--- config.mk ---
export PLATFORM = sky130hd
export DESIGN_NAME = newton_iter_sched
export DESIGN_NICKNAME = d
export VERILOG_FILES = /design/src/rtl/newton_iter_sched_pkg.sv /design/src/rtl/newton_iter_sched_rr_arb2.sv /design/src/rtl/newton_iter_sched.sv
export SDC_FILE = /design/constraint.sdc
export NUM_CORES = 1
export LEC_CHECK = 0
export CORE_ASPECT_RATIO = 1.5
export CORE_MARGIN = 1.5
export CORE_UTILIZATION = 38
export DETAILED_ROUTE_END_ITERATION = 8
export PLACE_DENSITY = 0.89
export SETUP_SLACK_MARGIN = 0.2
export SYNTH_ARGS = -nofsm -noshare
export SYNTH_HDL_FRONTEND = slang
export SYNTH_SLANG_ARGS = --single-unit
export TNS_END_PERCENT = 30
--- constraint.sdc ---
create_clock -name clk -period 2.4 [get_ports clk]
set_input_delay 0.48 -clock clk [delete_from_list [all_inputs] [get_ports clk]]
set_output_delay 0.48 -clock clk [all_outputs]
set_load 0.01 [all_outputs]
--- src/rtl/newton_iter_sched_pkg.sv ---
// Shared FP-unit definitions: op encoding, scheduler states and the engine's default latency.
package newton_iter_sched_pkg;

    localparam logic OP_DIV  = 1'b0;
    localparam logic OP_SQRT = 1'b1;

    // Newton engine runs 3 iterations x 7 cycles plus one result cycle.
    localparam int ITER_CYCLES_DEF = 22;
    localparam int CNT_W           = 5;

    typedef enum logic [1:0] {
        IDLE = 2'd0,
        RUN  = 2'd1,
        DONE = 2'd2
    } state_t;

endpackage

--- src/rtl/newton_iter_sched_rr_arb2.sv ---
// Two-way round-robin arbiter; the pointer moves to the op opposite the one just completed.
module rr_arb2
    import newton_iter_sched_pkg::*;
(
    input  logic       clk,
    input  logic       rst,
    input  logic       i_en,
    input  logic [1:0] i_req,
    input  logic       i_upd,
    input  logic       i_last,
    output logic [1:0] o_gnt
);

    logic r_ptr;

    always_comb begin
        o_gnt = 2'b00;
        if (i_en) begin
            case (i_req)
                2'b01:   o_gnt = 2'b01;
                2'b10:   o_gnt = 2'b10;
                2'b11:   o_gnt = (r_ptr == OP_SQRT) ? 2'b10 : 2'b01;
                default: o_gnt = 2'b00;
            endcase
        end
    end

    always_ff @(posedge clk) begin
        if (rst) begin
            r_ptr <= OP_DIV;
        end else if (i_upd) begin
            r_ptr <= ~i_last;
        end
    end

endmodule

--- src/rtl/newton_iter_sched.sv ---
// Shares one Newton-Raphson divide/sqrt engine between two requesters: arbitrate, start, time, hold result.
module newton_iter_sched
    import newton_iter_sched_pkg::*;
#(
    parameter int ITER_CYCLES = ITER_CYCLES_DEF,
    parameter int W           = 24
) (
    input  logic         clk,
    input  logic         clrn,
    input  logic         div_req,
    input  logic [W-1:0] div_a,
    input  logic [W-1:0] div_b,
    input  logic         sqrt_req,
    input  logic [W-1:0] sqrt_d,
    input  logic         cancel,
    output logic         div_ack,
    output logic         sqrt_ack,
    output logic         div_stall,
    output logic         sqrt_stall,
    output logic         eng_start,
    output logic         eng_op,
    output logic [W-1:0] eng_a,
    output logic [W-1:0] eng_b,
    input  logic [31:0]  eng_q,
    output logic         res_valid,
    output logic         res_op,
    output logic [31:0]  res_q,
    input  logic         res_ready,
    output logic         busy,
    output logic [4:0]   count
);

    localparam logic [CNT_W-1:0] CNT_LAST = CNT_W'(ITER_CYCLES);

    state_t           r_state;
    state_t           w_state_nx;
    logic [CNT_W-1:0] r_count;
    logic             r_eng_start;
    logic             r_eng_op;
    logic [W-1:0]     r_eng_a;
    logic [W-1:0]     r_eng_b;
    logic             r_res_valid;
    logic             r_res_op;
    logic [31:0]      r_res_q;
    logic             w_arb_en;
    logic             w_ptr_upd;
    logic [1:0]       w_gnt;
    logic             w_grant;
    logic             w_win_op;

    rr_arb2 u_arb (
        .clk    (clk),
        .rst    (clrn),
        .i_en   (w_arb_en),
        .i_req  ({sqrt_req, div_req}),
        .i_upd  (w_ptr_upd),
        .i_last (r_eng_op),
        .o_gnt  (w_gnt)
    );

    assign w_grant  = |w_gnt;
    assign w_win_op = w_gnt[1] ? OP_SQRT : OP_DIV;

    always_comb begin
        w_state_nx = r_state;
        w_arb_en   = 1'b0;
        w_ptr_upd  = 1'b0;
        case (r_state)
            IDLE: begin
                w_arb_en = ~cancel & ~clrn;
                if (w_grant) w_state_nx = RUN;
            end
            RUN: begin
                if (cancel)                    w_state_nx = IDLE;
                else if (r_count == CNT_LAST)  w_state_nx = DONE;
            end
            DONE: begin
                // A flush beats acceptance: the result is dropped and priority stays put.
                if (cancel) begin
                    w_state_nx = IDLE;
                end else if (res_ready) begin
                    w_state_nx = IDLE;
                    w_ptr_upd  = 1'b1;
                end
            end
            default: w_state_nx = IDLE;
        endcase
    end

    always_ff @(posedge clk) begin
        if (clrn) r_state <= IDLE;
        else      r_state <= w_state_nx;
    end

    always_ff @(posedge clk) begin
        if (clrn) begin
            r_count     <= '0;
            r_eng_start <= 1'b0;
            r_eng_op    <= OP_DIV;
            r_eng_a     <= '0;
            r_eng_b     <= '0;
            r_res_valid <= 1'b0;
            r_res_op    <= OP_DIV;
            r_res_q     <= '0;
        end else begin
            case (r_state)
                IDLE: begin
                    if (w_grant) begin
                        r_eng_op    <= w_win_op;
                        r_eng_a     <= (w_win_op == OP_SQRT) ? sqrt_d : div_a;
                        r_eng_b     <= (w_win_op == OP_SQRT) ? '0 : div_b;
                        r_eng_start <= 1'b1;
                        r_count     <= CNT_W'(1);
                    end
                end
                RUN: begin
                    r_eng_start <= 1'b0;
                    if (cancel) begin
                        r_count <= '0;
                    end else if (r_count == CNT_LAST) begin
                        r_res_q     <= eng_q;
                        r_res_op    <= r_eng_op;
                        r_res_valid <= 1'b1;
                        r_count     <= '0;
                    end else begin
                        r_count <= r_count + CNT_W'(1);
                    end
                end
                DONE: begin
                    if (cancel || res_ready) r_res_valid <= 1'b0;
                end
                default: begin
                    r_count     <= '0;
                    r_eng_start <= 1'b0;
                    r_res_valid <= 1'b0;
                end
            endcase
        end
    end

    assign div_ack    = w_gnt[0];
    assign sqrt_ack   = w_gnt[1];
    assign busy       = (r_state != IDLE);
    assign div_stall  = (div_req & ~div_ack)   | (busy & (r_eng_op == OP_DIV));
    assign sqrt_stall = (sqrt_req & ~sqrt_ack) | (busy & (r_eng_op == OP_SQRT));
    assign eng_start  = r_eng_start;
    assign eng_op     = r_eng_op;
    assign eng_a      = r_eng_a;
    assign eng_b      = r_eng_b;
    assign res_valid  = r_res_valid;
    assign res_op     = r_res_op;
    assign res_q      = r_res_q;
    assign count      = r_count;

endmodule

Word level (Yosys, flattened, before mapping)
Cells that the tools add are included.

Word-level logic and storage cells: 72. Register bits: 92.

Bitwise gates (word level): 14. $add $sub $neg: 1. Multiplexer cells: 26. Eq/ne operators: 12. Reductions and logical operators: 9.

Operator list (number): two-way mux 24 bit (2); two-way mux 5 bit (3); one-hot mux 5 bit (3 select lines) (1); two-way mux 2 bit (7); one-hot mux 2 bit (3 select lines) (2); two-way mux 1 bit (9); inequality test 2 bit, second input constant (4); NOT 1 bit (7); equality test 2 bit, second input constant (3); inequality test 3 bit, second input constant (2); AND reduction 3 bit (2); adder 5 x 1 -> 5 bit, second input constant (1); AND 1 bit (5); equality test 5 bit, second input constant (1); equality test 2 x 1 -> 1 bit, second input constant (2); AND reduction 2 bit (2); AND reduction 4 bit (1); one-hot mux 1 bit (3 select lines) (1); zero test 2 bit (1); bitwise OR 1 bit (2); one-hot mux 1 bit (2 select lines) (1); nonzero test 2 bit (1); OR reduction 2 bit (1); logical OR 1 bit (1).

Longest topological paths before layout
Gate-level depths: netlist of run 1.

Word-level depth: 7. Depth in mapped cells: 7.

Hierarchy
Synthesis of run 1 repeated with hierarchy kept, for this count alone.

Cell total of the unflattened synthesis: 450. Area, all modules: 3910.0 um2.

Modules (own cells, without submodules): newton_iter_sched (area an instance 3852.4 um2, cells each 442, times used 1, seq. area each 1821.7 um2); rr_arb2 (area an instance 57.6 um2, cells each 8, times used 1, seq. area each 20.0 um2).

Worst setup path before layout of run 1
OpenSTA, ideal clock, no wires.

Path type: input to output. From: input cancel. To: output sqrt_stall. Path buffers: 1. Arrival: 1.740 ns. Path slack: 0.180 ns. Data required time: 1.920 ns. Stages: 4. Cell sequence: buf_2 or4_4 or3_1 a22o_1.

Longest elaborated chain between the ends: 7.

RTL lines: from (decl) (line newton_iter_sched.sv:15) `input logic cancel,`; NOT 1 bit (no source line); AND 1 bit (line newton_iter_sched.sv:70) `w_arb_en = ~cancel & ~clrn;`; two-way mux 1 bit (line newton_iter_sched.sv:68) `case (r_state)`; two-way mux 2 bit (line newton_iter_sched_rr_arb2.sv:18) `if (i_en) begin`; NOT 1 bit (line newton_iter_sched.sv:145) `assign sqrt_stall = (sqrt_req & ~sqrt_ack) | (busy & (r_eng_op == OP_SQRT));`; AND 1 bit (line newton_iter_sched.sv:145); bitwise OR 1 bit (line newton_iter_sched.sv:145); to (decl) (line newton_iter_sched.sv:19) `output logic sqrt_stall,`.

No other way between the ends.

Final worst setup path of run 1
From: register r_state[0]. To: output sqrt_stall.

Longest elaborated chain between the ends: 6. Elaborated cells between the ends (all ways): 8. Classes of those cells: mux: 2; bitwise: 4; reduce/logical: 2.

RTL lines: from (decl) (line newton_iter_sched.sv:35) `state_t r_state;`; from (signal assigned) (line newton_iter_sched.sv:92) `else r_state <= w_state_nx;`; zero test 2 bit (line newton_iter_sched.sv:68); two-way mux 1 bit (line newton_iter_sched.sv:68); two-way mux 2 bit (line newton_iter_sched_rr_arb2.sv:18); NOT 1 bit (line newton_iter_sched.sv:145); AND 1 bit (line newton_iter_sched.sv:145); bitwise OR 1 bit * (line newton_iter_sched.sv:145).

Every way passes the cells marked *; elsewhere a longest branch is shown, timed or not.

==> results of run 1 <==
-- synth_stat cells, drive strengths merged --
cell    count  area share (%)
a211o       1            0.24
a211oi     27             5.6
a21bo       1            0.28
a21oi      62             8.5
a22o       28             6.7
and4b       1            0.28
buf        14             2.0
clkbuf     31             3.2
dfxtp      92              51
ha          2            0.69
inv         5            0.52
nand2       2            0.21
nand2b      2            0.34
nand3      35             4.8
nand4b      1            0.24
nor2        6            0.83
nor2b       2            0.34
nor3        3            0.41
nor3b       1            0.34
nor4        2            0.34
nor4b       2            0.48
nor4bb      1            0.28
o21ai      36             5.0
o311ai      1            0.24
o32ai      24             5.8
or2         1            0.17
or3         1            0.17
or3b        1            0.24
or4         2            0.52
xnor2       2            0.48
-- repair_timing --
item | in CTS | in global routing
resized for setup | 11 | 10
pin swaps | 2 | 1
endpoints found under the setup margin | 4 | 4
-- cell type report --
| class | instances | area share, % |
|---|---|---|
| clock buffers | 9 | 3.69 |
| clock inverters | 7 | 1.05 |
| multi-input cells | 247 | 26.4 |
| flip-flops and latches | 92 | 30.2 |
| inverters | 5 | 0.308 |
| well taps | 112 | 2.30 |
| repair buffers | 224 | 36.1 |
| diodes | 1 | 0.0410 |
-- metal layers --
metal	vias to the layer above	global-route usage [%]	wire length, µm
met4	0	9.90	276
met5	-	0	0
met1	1822	24.4	4380
met3	22	3.90	635
li1	1865	-	-
met2	141	43.5	6560
-- worst reg2reg max path: stages (launching register included) --
cell,delay (ns)
dfxtp_1,0.35
inv_1,0.10
ha_1,0.16
and4b_1,0.31
buf_4,0.38
nor4_1,0.10
a211o_1,0.25
-- report_power, final --
| group | internal, mW | switching [mW] | total [mW] |
|---|---|---|---|
| Combinational | 0.327 | 0.216 | 0.542 |
| Clock | 0.725 | 0.617 | 1.34 |
| Sequential | 1.58 | 0.0308 | 1.61 |
-- kinds of logic after synthesis --
family | after synthesis | share of synthesized area (%)
AOI/OAI and AO/OA | 180 | 32.4
xor gates and xnor gates | 2 | 0.482
adders and majority gates | 2 | 0.689
buffers and inverters | 50 | 5.75
DFF | 92 | 50.7
and+or+nand+nor | 63 | 10.0
-- through the flow --
step	hold slack [ns]	power, mW	area (µm²)
after floorplan	0.491	1.83	3640
after global placement	0.458	2.17	5820
after detailed placement	0.456	2.18	5820
after CTS	0.473	3.53	6100
after global routing	0.495	3.64	6100
final	0.473	3.49	6100
-- sequential cells by signal (all words and copies together), names as in the netlist --
name and count:
res_q 32, res_valid 1, r_state 2, u_arb.r_ptr 1
eng_op 1, count 5, eng_start 1, eng_b 24
eng_a 24, res_op 1
-- placed cells by master (no fill, tap or decap), types with 3 or more instances in the layout --
master	netlist	routed
dfxtp_1	92	92
nand3_1	35	35
a22o_1	28	28
o32ai_1	24	24
buf_4	0	19
inv_1	5	5
a211oi_1	27	27
clkbuf_16	0	9
o21ai_0	36	35
nor3_1	3	3
nor2_1	5	5
clkdlybuf4s50_1	0	197
a21oi_1	62	61
-- worst min-delay path by stage --
stage | startpoint | end | slack, ns
floorplan | u_arb.r_ptr$_SDFFE_PP0P_ | u_arb.r_ptr$_SDFFE_PP0P_ | 0.49
global placement | eng_b[0]$_SDFFE_PP0P_ | eng_b[0]$_SDFFE_PP0P_ | 0.46
detailed placement | eng_b[2]$_SDFFE_PP0P_ | eng_b[2]$_SDFFE_PP0P_ | 0.46
CTS | eng_start$_SDFFE_PP0P_ | eng_start$_SDFFE_PP0P_ | 0.47
global route | eng_b[12]$_SDFFE_PP0P_ | eng_b[12]$_SDFFE_PP0P_ | 0.50
finish | eng_b[0]$_SDFFE_PP0P_ | eng_b[0]$_SDFFE_PP0P_ | 0.47
==> reports/metrics.yaml, run 1 <==
chipHeight_um: 123
finClkSkew_ns: 0.00966
cts_tree: "done"
critPathMaxStageDelay_ns: 0.54
r2r-start: "count[0]$_SDFFE_PP0P_"
ys_types: 34
r2r-end: "count[2]$_SDFFE_PP0P_"
syn-num-nets: 501
vias: 3850
row_count: 43
grt_overflow: 0
gp_congestion: 0.793
stdcell_count: 697
drc: 0
area_growth_pct: 68.0
layout.nets: 691
post-place-ws_ns: -0.560
worst_pin_slew_ns: 0.728
hold_buffers: 0
arrival_ns: 1.88
start_kind: "register"
synth_area_mm2: 0.00363
wl_per_cell_um: 17.0
ff2ff_setup_slack_ns: 0.64
cp-startpoint: "r_state[0]$_SDFFE_PP0P_"
path_cells: "or4_4, or3_4, a22o_1, buf_6"
leakagePower_nw: 2.12
status: "completed"
setup_viol: 0
rr_worst_depth: 6
grt_pass1_vias: 3792
crit_path_end_kind: "output pin"
clock.fmax_ghz: 0.423
cp_max_fo: 3
yosysWarnings: 0
slew_violations: 0
clk_latency_ns: 0.34
cts_buffer_depth: 2
multi_input_area_mm2: 0.00161
finish.utilization_pct: 66.0
numPortBuffers: 203
clk_pin_slew_worst_paths_ns: 0.07
start_util_pct: 39.3
fp.dieArea_mm2: 0.0102
cp.required_ns: 1.92
final.setup.worst_slack_ns: 0.0375
htreeDepth: 3
worstSetupPathType: "register to output pin"
irDropWorstVdd_mv: 0.455
synth.avg_cell_area_um2: 9.34
ys_seq_elements: 92
hold_depth: 1
placed_cells: 680
critPathCapture: "sqrt_stall"
fin_tns_setup_ns: 0
crit_cells: 4
cp_top_family: "simple AND/OR/NAND/NOR gates"
grt_max_degree: 72
yosysSeqAreaShare_pct: 50.7
min_period_ns: 2.36
antenna_found_initial: 0
grt_pass1_wl_um: 18800
worst-path-buf-inv: 1
drive_gt1_share_pct: 8.90
synth_cells: 389
grt_setup_unrepaired: "yes"
powerDensity_mw_per_mm2: 572
drt_pass1_iterations: 4
ant_nets: 0
hold_class: "register to register"
hold_violations: 0
drt-total-wl_um: 11900
maxSlewHeadroom_pct: 51.4
clkSinkCount: 92
first_iter_violations: 232
core_mm2: 0.00925
viasPerCell: 5.52
ios: 204
cap_viol_max_count: 0
hpwlAfterDp_um: 8590
slowest_stage: "or4_4"
die_w_um: 82.8
cts_buffers: 9
fillers: 733
root_buffer: "clkbuf_16"
grt_use_total_pct: 22.7
seq_area_mm2: 0.00184
finalCritPeriodShare_pct: 98.4
cts_setup_buffers: 0
Power figures use the tool's default switching activity.
==> run 2: changes to the inputs <==
Settings changed: CELL_PAD_IN_SITES_DETAIL_PLACEMENT from default to 1, CELL_PAD_IN_SITES_GLOBAL_PLACEMENT from default to 2, CORE_ASPECT_RATIO 1.5 to default, CORE_UTILIZATION 38 to 21, CTS_CLUSTER_DIAMETER from default to 80.
==> run 2 against run 1 <==
Against the previous run: the run now ends with negative setup slack left; clock skew decreased by 0.0024 ns; maximum frequency fell by 2.4%; final area up 2.5%; clock-buffer cell count did not move; wire length is 17% higher; die area rose by 78%; critical path depth is the same; worst hold slack improved by 0.0025 ns; critical path type unchanged.
==> reports/metrics.yaml, run 2 (synthesis results as in run 1) <==
finish.utilization_pct: 37.3
drt-total-wl_um: 13800
worst_pin_slew_ns: 0.780
worst-path-buf-inv: 1
first_iter_violations: 128
hold_depth: 1
p_int_mw: 2.72
worstSetupPathType: "register to output pin"
cts_buffers: 9
violations: "negative setup slack"
rr_worst_depth: 6
fillers: 1892
cp_max_fo: 4
final.setup.worst_slack_ns: -0.0216
cap_viol_max_count: 0
irDropWorstVdd_mv: 0.495
powerDensity_mw_per_mm2: 575
leakagePower_nw: 2.13
maxSlewHeadroom_pct: 48.0
core_mm2: 0.0168
finalCritPeriodShare_pct: 101
grt_max_degree: 72
final_common_cell: "clkdlybuf4s50_1"
crit_cells: 4
grt_pass1_vias: 4100
crit_path_end_kind: "output pin"
min_period_ns: 2.42
htreeDepth: 3
drc: 0
clkSinkCount: 92
vias: 3891
grt_pass1_wl_um: 21600
hold_buffers: 0
viasPerCell: 4.83
gp_congestion: 0.708
p_switching_uw: 878
cp.required_ns: 1.92
die_w_um: 135
grt_setup_unrepaired: "yes"
p_clk_share_pct: 40.1
start_kind: "register"
wl_per_cell_um: 17.1
layout_common_cells: "clkdlybuf4s50_1 (197), dfxtp_1 (91), a21oi_1 (61)"
hold_class: "register to register"
slew_violations: 0
cp_top_family: "simple AND/OR/NAND/NOR gates"
antenna_found_initial: 1
cts_buffer_depth: 2
combPwrFrac_pct: 15.2
slowest_stage: "or4_4"
chipHeight_um: 135
root_buffer: "clkbuf_16"
finClkSkew_ns: 0.00730
sw_frac_of_total_pct: 24.4
ios: 204
placed_area_mm2: 0.00594
fp.dieArea_mm2: 0.0181
setup_viol: 1
clk_latency_ns: 0.34
grt_overflow: 0
hold_violations: 0
ant_nets: 0
start_util_pct: 21.7
finish.instance_area_mm2: 0.00625
numPortBuffers: 203
arrival_ns: 1.94
status: "complete, but fails checks"
hpwlAfterDp_um: 10300
diodes: 0
area_growth_pct: 72.1
seq_power_share_pct: 44.7
drive_gt1_share_pct: 9.39
clock.fmax_ghz: 0.413
grt_use_total_pct: 15.1
path_cells: "or4_4, or3_4, a22o_1, buf_6"
row_count: 47
largest_register_ffs: 32
drt_pass1_iterations: 4
layout.nets: 694
critPathMaxStageDelay_ns: 0.55
cts_tree: "done"
clk_pin_slew_worst_paths_ns: 0.07
run 2: power groups by stage:
stage | Combinational (mW) | Clock, mW | Sequential (mW)
floorplan | 0.171 | 0 | 1.66
global placement | 0.536 | 0 | 1.64
detailed placement | 0.549 | 0 | 1.64
CTS | 0.550 | 1.49 | 1.61
global route | 0.583 | 1.57 | 1.61
finish | 0.545 | 1.44 | 1.61
run 2: stage by stage:
stage	total power, mW	setup TNS, ns	hold WS [ns]	setup slack, ns	std cells
after detailed placement	2.19	-1.81	0.456	-0.638	788
final	3.59	-0.0216	0.475	-0.0216	806
after global routing	3.77	-0.0637	0.492	-0.0581	806
after floorplan	1.83	0	0.491	0.186	389
after CTS	3.64	-0.0895	0.480	-0.0895	803
after global placement	2.18	-1.74	0.455	-0.617	788
run 2: final cells by class:
class | instances | area (µm²) | area share (%)
clock inverter | 6 | 73.8 | 1.18
sequential | 92 | 1840 | 29.5
multi-input combinational | 247 | 1610 | 25.7
clock buffer | 9 | 225 | 3.60
tap | 220 | 275 | 4.40
timing repair buffer | 227 | 2210 | 35.4
inverter | 5 | 18.8 | 0.300
run 2: path summary, 6_finish.rpt:
path                                                to  slack (ns)                    start
worst max-delay path                        sqrt_stall       -0.02  r_state[1]$_SDFFE_PP0P_
worst min-delay path            eng_b[20]$_SDFFE_PP0P_        0.48   eng_b[20]$_SDFFE_PP0P_
worst max register to register   count[0]$_SDFFE_PP0P_        0.63    count[0]$_SDFFE_PP0P_
worst min register to register  eng_b[20]$_SDFFE_PP0P_        0.48   eng_b[20]$_SDFFE_PP0P_
run 2: repair_timing:
item	in CTS	in global routing
resized for setup	18	4
pin swaps	2	3
buffers inserted	0	3
gates cloned	0	0
setup endpoints to repair	4	4
run 2: metal layers:
layer | GRT usage (%) | up-vias | share of wire [%]
met1 | 17.0 | 1891 | 41
met4 | 4.00 | 2 | 1.6
met3 | 4.62 | 16 | 5.2
li1 | - | 1860 | -
met5 | 0 | - | 0.094
met2 | 27.5 | 122 | 52
